==> config.mk <==
export PLATFORM = sky130hd
export DESIGN_NAME = rotabit_ctrl_flat
export DESIGN_NICKNAME = d
export VERILOG_FILES = /design/src/rtl/rotabit_if.sv /design/src/rtl/rotabit_ctrl.sv /design/src/flat_wrapper.sv
export SDC_FILE = /design/constraint.sdc
export NUM_CORES = 1
export LEC_CHECK = 0
export BUFFER_PORTS_ARGS = -buffer_cell sky130_fd_sc_hd__buf_2
export CORE_ASPECT_RATIO = 1.4
export CORE_MARGIN = 2
export CORE_UTILIZATION = 45
export CTS_CLUSTER_SIZE = 8
export DETAILED_ROUTE_END_ITERATION = 8
export PLACE_DENSITY = 0.68
export SYNTH_ARGS = -nofsm -noshare
export SYNTH_HDL_FRONTEND = slang
export SYNTH_SLANG_ARGS = --single-unit
==> constraint.sdc <==
create_clock -name clk -period 8 [get_ports clk]
set_input_delay 1.6 -clock clk [delete_from_list [all_inputs] [get_ports clk]]
set_output_delay 1.6 -clock clk [all_outputs]
set_load 0.02 [all_outputs]
==> src/rtl/rotabit_if.sv <==
// Command channel into the rotating-bit sequencer: single-word commands over valid/ready.
interface rotabit_if #(
    parameter int unsigned DATA_W = 16
);
    logic              cmd_valid;
    logic              cmd_ready;
    logic [2:0]        cmd_op;
    logic [DATA_W-1:0] cmd_data;

    modport master (
        output cmd_valid,
        output cmd_op,
        output cmd_data,
        input  cmd_ready
    );

    modport slave (
        input  cmd_valid,
        input  cmd_op,
        input  cmd_data,
        output cmd_ready
    );
endinterface

==> src/rtl/rotabit_ctrl.sv <==
// Command-driven sequencer for a rotating-bit pattern: free-running rotation,
// counted bursts with a completion pulse, and an immediate stop.
module rotabit_ctrl #(
    parameter int unsigned       WIDTH   = 16,
    parameter int unsigned       DIV_W   = 16,
    parameter logic [WIDTH-1:0]  PAT_RST = WIDTH'(16'h0001),
    parameter int unsigned       DIV_RST = 1
) (
    input  logic             clk,
    input  logic             rst,
    rotabit_if.slave         bus,
    output logic [WIDTH-1:0] x,
    output logic             step,
    output logic             busy,
    output logic             done
);

    localparam int unsigned REM_W = 8;

    localparam logic [2:0] OP_LOAD   = 3'd0;
    localparam logic [2:0] OP_SETDIV = 3'd1;
    localparam logic [2:0] OP_RUN    = 3'd2;
    localparam logic [2:0] OP_BURST  = 3'd3;
    localparam logic [2:0] OP_STOP   = 3'd4;

    typedef enum logic [1:0] {
        ST_IDLE  = 2'd0,
        ST_RUN   = 2'd1,
        ST_BURST = 2'd2
    } state_t;

    state_t             r_state;
    logic [WIDTH-1:0]   r_x;
    logic [DIV_W-1:0]   r_div;
    logic [DIV_W-1:0]   r_cnt;
    logic [REM_W-1:0]   r_rem;
    logic               r_dir;
    logic               r_step;
    logic               r_done;
    logic               r_busy;

    state_t             w_state_nxt;
    logic [WIDTH-1:0]   w_x_nxt;
    logic [DIV_W-1:0]   w_div_nxt;
    logic [DIV_W-1:0]   w_cnt_nxt;
    logic [REM_W-1:0]   w_rem_nxt;
    logic               w_dir_nxt;
    logic               w_step_nxt;
    logic               w_done_nxt;

    logic               w_accept;
    logic               w_tick;
    logic [REM_W-1:0]   w_burst_n;

    // Only STOP can get through while a rotation is in progress.
    assign bus.cmd_ready = (r_state == ST_IDLE) | (bus.cmd_op == OP_STOP);
    assign w_accept      = bus.cmd_valid & bus.cmd_ready;
    assign w_tick        = (r_state != ST_IDLE) && (r_cnt == (r_div - DIV_W'(1)));
    assign w_burst_n     = REM_W'(bus.cmd_data[7:0]);

    always_comb begin
        w_state_nxt = r_state;
        w_x_nxt     = r_x;
        w_div_nxt   = r_div;
        w_cnt_nxt   = r_cnt;
        w_rem_nxt   = r_rem;
        w_dir_nxt   = r_dir;
        w_step_nxt  = 1'b0;
        w_done_nxt  = 1'b0;

        case (r_state)
            ST_IDLE: begin
                if (w_accept) begin
                    case (bus.cmd_op)
                        OP_LOAD:   w_x_nxt = WIDTH'(bus.cmd_data);
                        OP_SETDIV: w_div_nxt = (bus.cmd_data == '0) ? DIV_W'(1)
                                                                   : DIV_W'(bus.cmd_data);
                        OP_RUN: begin
                            w_dir_nxt   = bus.cmd_data[0];
                            w_cnt_nxt   = '0;
                            w_state_nxt = ST_RUN;
                        end
                        OP_BURST: begin
                            w_dir_nxt = bus.cmd_data[8];
                            w_cnt_nxt = '0;
                            if (w_burst_n != '0) begin
                                w_rem_nxt   = w_burst_n;
                                w_state_nxt = ST_BURST;
                            end else begin
                                w_done_nxt  = 1'b1;
                            end
                        end
                        default: ;
                    endcase
                end
            end

            ST_RUN, ST_BURST: begin
                // A STOP landing on a tick suppresses that tick entirely.
                if (w_accept) begin
                    w_state_nxt = ST_IDLE;
                    w_cnt_nxt   = '0;
                    w_rem_nxt   = '0;
                end else if (w_tick) begin
                    w_cnt_nxt  = '0;
                    w_step_nxt = 1'b1;
                    w_x_nxt    = r_dir ? {r_x[0], r_x[WIDTH-1:1]}
                                       : {r_x[WIDTH-2:0], r_x[WIDTH-1]};
                    if (r_state == ST_BURST) begin
                        w_rem_nxt = r_rem - REM_W'(1);
                        if (r_rem == REM_W'(1)) begin
                            w_done_nxt  = 1'b1;
                            w_state_nxt = ST_IDLE;
                        end
                    end
                end else begin
                    w_cnt_nxt = r_cnt + DIV_W'(1);
                end
            end

            default: w_state_nxt = ST_IDLE;
        endcase
    end

    always_ff @(posedge clk or negedge rst) begin
        if (!rst) begin
            r_state <= ST_IDLE;
            r_x     <= PAT_RST;
            r_div   <= DIV_W'(DIV_RST);
            r_cnt   <= '0;
            r_rem   <= '0;
            r_dir   <= 1'b0;
            r_step  <= 1'b0;
            r_done  <= 1'b0;
            r_busy  <= 1'b0;
        end else begin
            r_state <= w_state_nxt;
            r_x     <= w_x_nxt;
            r_div   <= w_div_nxt;
            r_cnt   <= w_cnt_nxt;
            r_rem   <= w_rem_nxt;
            r_dir   <= w_dir_nxt;
            r_step  <= w_step_nxt;
            r_done  <= w_done_nxt;
            r_busy  <= (w_state_nxt != ST_IDLE);
        end
    end

    assign x    = r_x;
    assign step = r_step;
    assign busy = r_busy;
    assign done = r_done;

endmodule

==> src/flat_wrapper.sv <==
// flat-port wrapper written by rule: the top's interface ports become plain ports
module rotabit_ctrl_flat 
#(
    parameter int unsigned       WIDTH   = 16,
    parameter int unsigned       DIV_W   = 16,
    parameter logic [WIDTH-1:0]  PAT_RST = WIDTH'(16'h0001),
    parameter int unsigned       DIV_RST = 1
)
  (clk, rst, x, step, busy, done, bus_cmd_valid, bus_cmd_op, bus_cmd_data, bus_cmd_ready);
  rotabit_if #(.DATA_W(16)) bus_i ();
  input  logic clk;
  input  logic rst;
  output logic [WIDTH-1:0] x;
  output logic step;
  output logic busy;
  output logic done;
  input wire logic [$bits(bus_i.cmd_valid)-1:0] bus_cmd_valid;
  input wire logic [$bits(bus_i.cmd_op)-1:0] bus_cmd_op;
  input wire logic [$bits(bus_i.cmd_data)-1:0] bus_cmd_data;
  output wire logic [$bits(bus_i.cmd_ready)-1:0] bus_cmd_ready;
  assign bus_i.cmd_valid = bus_cmd_valid;
  assign bus_i.cmd_op = bus_cmd_op;
  assign bus_i.cmd_data = bus_cmd_data;
  assign bus_cmd_ready = bus_i.cmd_ready;
  rotabit_ctrl #(.WIDTH(WIDTH), .DIV_W(DIV_W), .PAT_RST(PAT_RST), .DIV_RST(DIV_RST)) u_core (.clk(clk), .rst(rst), .bus(bus_i), .x(x), .step(step), .busy(busy), .done(done));
endmodule
==> results.cfg <==
[status]
outcome = finished clean

[power_and_ir_drop]
p_switching_w = 0.0007549
leakage_nw = 1.959
combPwrFrac = 0.446
switching_share = 0.4239
pwr-share-seq = 0.340
peakVddDrop_mv = 0.2143
p_per_area_nw_per_um2 = 381.1
p_int_w = 0.001026
power.share.clock = 0.213

[grt]
use_met1 = 0.2696
global_route.usage.met3 = 0.03308
grt_first_pass_wirelength_um = 17460
grt_max_degree = 63
grtUsageMet2 = 0.3755
antenna_found_initial = 0
overflow = 0
grt_usage = 0.2193
grt_pass1_vias = 3579
grt.busiest_layer = met2

[worst_setup_path]
endpoint_kind = output pin
rrSetupSlack_ns = 4.27
worst_setup_path_start_kind = primary input
cp_max_fo = 5
cp_slowest_cell = or2_2
critical_path_required_ns = 6.40
cp_cell_sequence = buf_2, nor3b_1, or2_2, buf_2
startpoint = bus_cmd_op[2]
crit_type = in -> out
cpPeakStageDelay_ns = 0.28
cp_common_cell = buf_2
rr_startpoint = u_core.r_div[2]$_DFFE_PN0P_
crit_arrival_ns = 2.30

[cts]
clock_latency_ns = 0.33
hold_buffers = 0
cts_made_buffers = 9
clk_pin_slew_worst_paths_ns = 0.05
clock-sinks = 62
cts_resized = 0
cts_root_buf = clkbuf_16
postCtsSetupRepairBufs = 0
htreeDepth = 3
clock_path_buffers = 2
cts_tree = built

[logic_synthesis]
ys_seq_elements = 62
synth_edf_count = 0
synth_cell_types = 67
synth_top_cell_area_share = 0.3634
ys_async_sr_fraction = 1.000
syn_area_um2 = 4131
syn_nets = 464
yosysSeqAreaShare = 0.3761
yosys.area.top_type = dfrtp_1
syn_inst = 434
synth_area_leaders = dfrtp_1 (36%), mux2i_1 (4.6%), mux2_2 (4.1%)
yosysWarnings = 0
ys.flop_type = dfrtp_1
avgSynthCellArea_um2 = 9.519

[die]
initial_utilization = 0.4602
die_h_um = 117.4
die_w_um = 84.98
num_rows = 41
die-area_um2 = 9974
ios = 42
coreArea_um2 = 8977

[place]
dp_cells = 565
io_buffers = 41
gp_congestion = 0.9556
hpwl_um = 7801

[route]
first_iter_violations = 292
firstDrtPassIters = 4
wire_per_inst_um = 18.38
totalWireLength_um = 10680
via_per_inst = 6.256
vias = 3635
drc = 0
postRouteAntennaNets = 0

[layout]
area_growth_pct = 13.11
n_antenna_cell = 0
final_net_count = 499
drive_gt1_frac = 0.2068
stdcell_count = 581

[sta]
worst_pin_slew_ns = 0.9676
slew_headroom = 0.3549
max_freq_ghz = 0.2562
finalHoldViolCount = 0
finalCritPeriodShare = 0.4878
rsz0062_at_grt = no
fin_tns_setup_ns = 0
clock_skew_ns = 0.007624
setup_viol = 0
finalMaxSlewViolations = 0
fin_crit_ns = 3.903

[hold_path]
min_from = u_core.r_rem[1]$_DFFE_PN0P_
min_path_type = reg -> reg

[flow_run]
maxCapViolCount = 0
-- layout by cell type (no fill, tap or decap), types with 9 or more instances in the layout --
| master | instances |
|---|---|
| nor3_1 | 13 |
| inv_1 | 16 |
| buf_2 | 41 |
| clkbuf_16 | 9 |
| nand2_1 | 28 |
| nand3_1 | 16 |
| mux2i_1 | 19 |
| nor2_1 | 27 |
| a31oi_1 | 11 |
| mux2_4 | 10 |
| mux2_2 | 15 |
| nor4_1 | 10 |
| a21oi_1 | 26 |
| nand4_1 | 9 |
| dfrtp_1 | 60 |
| xnor2_1 | 13 |
| o21ai_0 | 17 |
-- power by group through the flow --
stage / Sequential [W] / Clock [W] / Combinational, W
2_1_floorplan: 0.000580 / 0 / 0.000602
3_3_place_gp: 0.000602 / 0 / 0.000769
3_5_place_dp: 0.000609 / 0 / 0.000790
4_1_cts: 0.000604 / 0.000385 / 0.000792
5_1_grt: 0.000626 / 0.000399 / 0.000867
6_report: 0.000606 / 0.000380 / 0.000795
-- kinds of logic (layout without fill, tap and decap cells) --
logic type               count (synthesis)  after routing  share of synthesized area
AO/OA/AOI/OAI                          101            101                     0.1687
flip-flops                              62             62                     0.3761
multiplexers                            44             44                     0.1233
buffers and inverters                   36             76                    0.04058
adder cells (fa/ha/maj)                  8              8                    0.02423
XOR/XNOR                                21             21                    0.04452
AND/OR/NAND/NOR                        162            162                     0.2226
-- stage by stage --
step	util	hold slack (ns)	setup WS, ns	area [um^2]	total power, W
after floorplan	-	0.4843	4.157	4131	0.001183
after global placement	0.4881	0.4988	4.114	4382	0.001371
after detailed placement	0.4881	0.5081	4.102	4382	0.001399
after global routing	0.5206	0.5519	4.014	4673	0.001892
final	0.5206	0.5193	4.098	4673	0.001781
after CTS	0.5206	0.5192	4.098	4673	0.001781
-- cell usage after synthesis (all sizes together) (3+ instances only) --
library cell  instances
dfrtp                60
nand2                29
a21oi                28
nor2                 27
mux2                 25
mux2i                19
o21ai                17
inv                  16
nand3                16
clkbuf               14
nor3                 13
xnor2                13
nor4                 12
a31oi                11
nand4                10
ha                    8
xor2                  8
and3                  7
nand2b                7
a22o                  6
nor2b                 6
or4                   6
buf                   5
nor3b                 5
o211ai                5
and2                  4
o22ai                 4
or3                   4
a211o                 3
a21o                  3
a221o                 3
nand4b                3
o21bai                3
or2                   3
-- final cells by class --
class | instances | area (um^2)
Clock inverter | 6 | 62.56
Tap cell | 107 | 133.9
Timing Repair Buffer | 43 | 220.2
Clock buffer | 10 | 229.0
Sequential cell | 62 | 1554
Inverter | 17 | 63.81
Fill cell | 806 | 4304
Multi-Input combinational cell | 336 | 2410
-- state kept, by name (all words and copies together), names as in the netlist --
signal / flops
u_core.step: 1
u_core.x: 16
u_core.r_rem: 8
u_core.r_dir: 1
u_core.done: 1
u_core.r_cnt: 16
u_core.r_state: 2
u_core.r_div: 16
u_core.busy: 1
-- per-layer routing --
metal,share of wire,vias up
li1,-,1701
met2,0.52,103
met4,0.026,0
met3,0.036,23
met5,0,-
met1,0.42,1808
-- critical path, delay by kind of cell --
kind	cells	cell delay, ns
AND/OR/NAND/NOR	2	0.42
buffers and inverters	2	0.28
-- final timing paths --
| path | to | cells after the start |
|---|---|---|
| worst max-delay path | bus_cmd_ready | 4 |
| worst min-delay path | u_core.r_rem[1]$_DFFE_PN0P_ | 1 |
| worst max register to register | u_core.r_cnt[1]$_DFFE_PN0P_ | 7 |
| worst min register to register | u_core.r_rem[1]$_DFFE_PN0P_ | 1 |
| max in group asynchronous | u_core.r_state[0]$_DFF_PN0_ | 2 |
| min in group asynchronous | u_core.r_cnt[6]$_DFFE_PN0P_ | 2 |
Note: power is estimated with default switching activity, not from simulation.
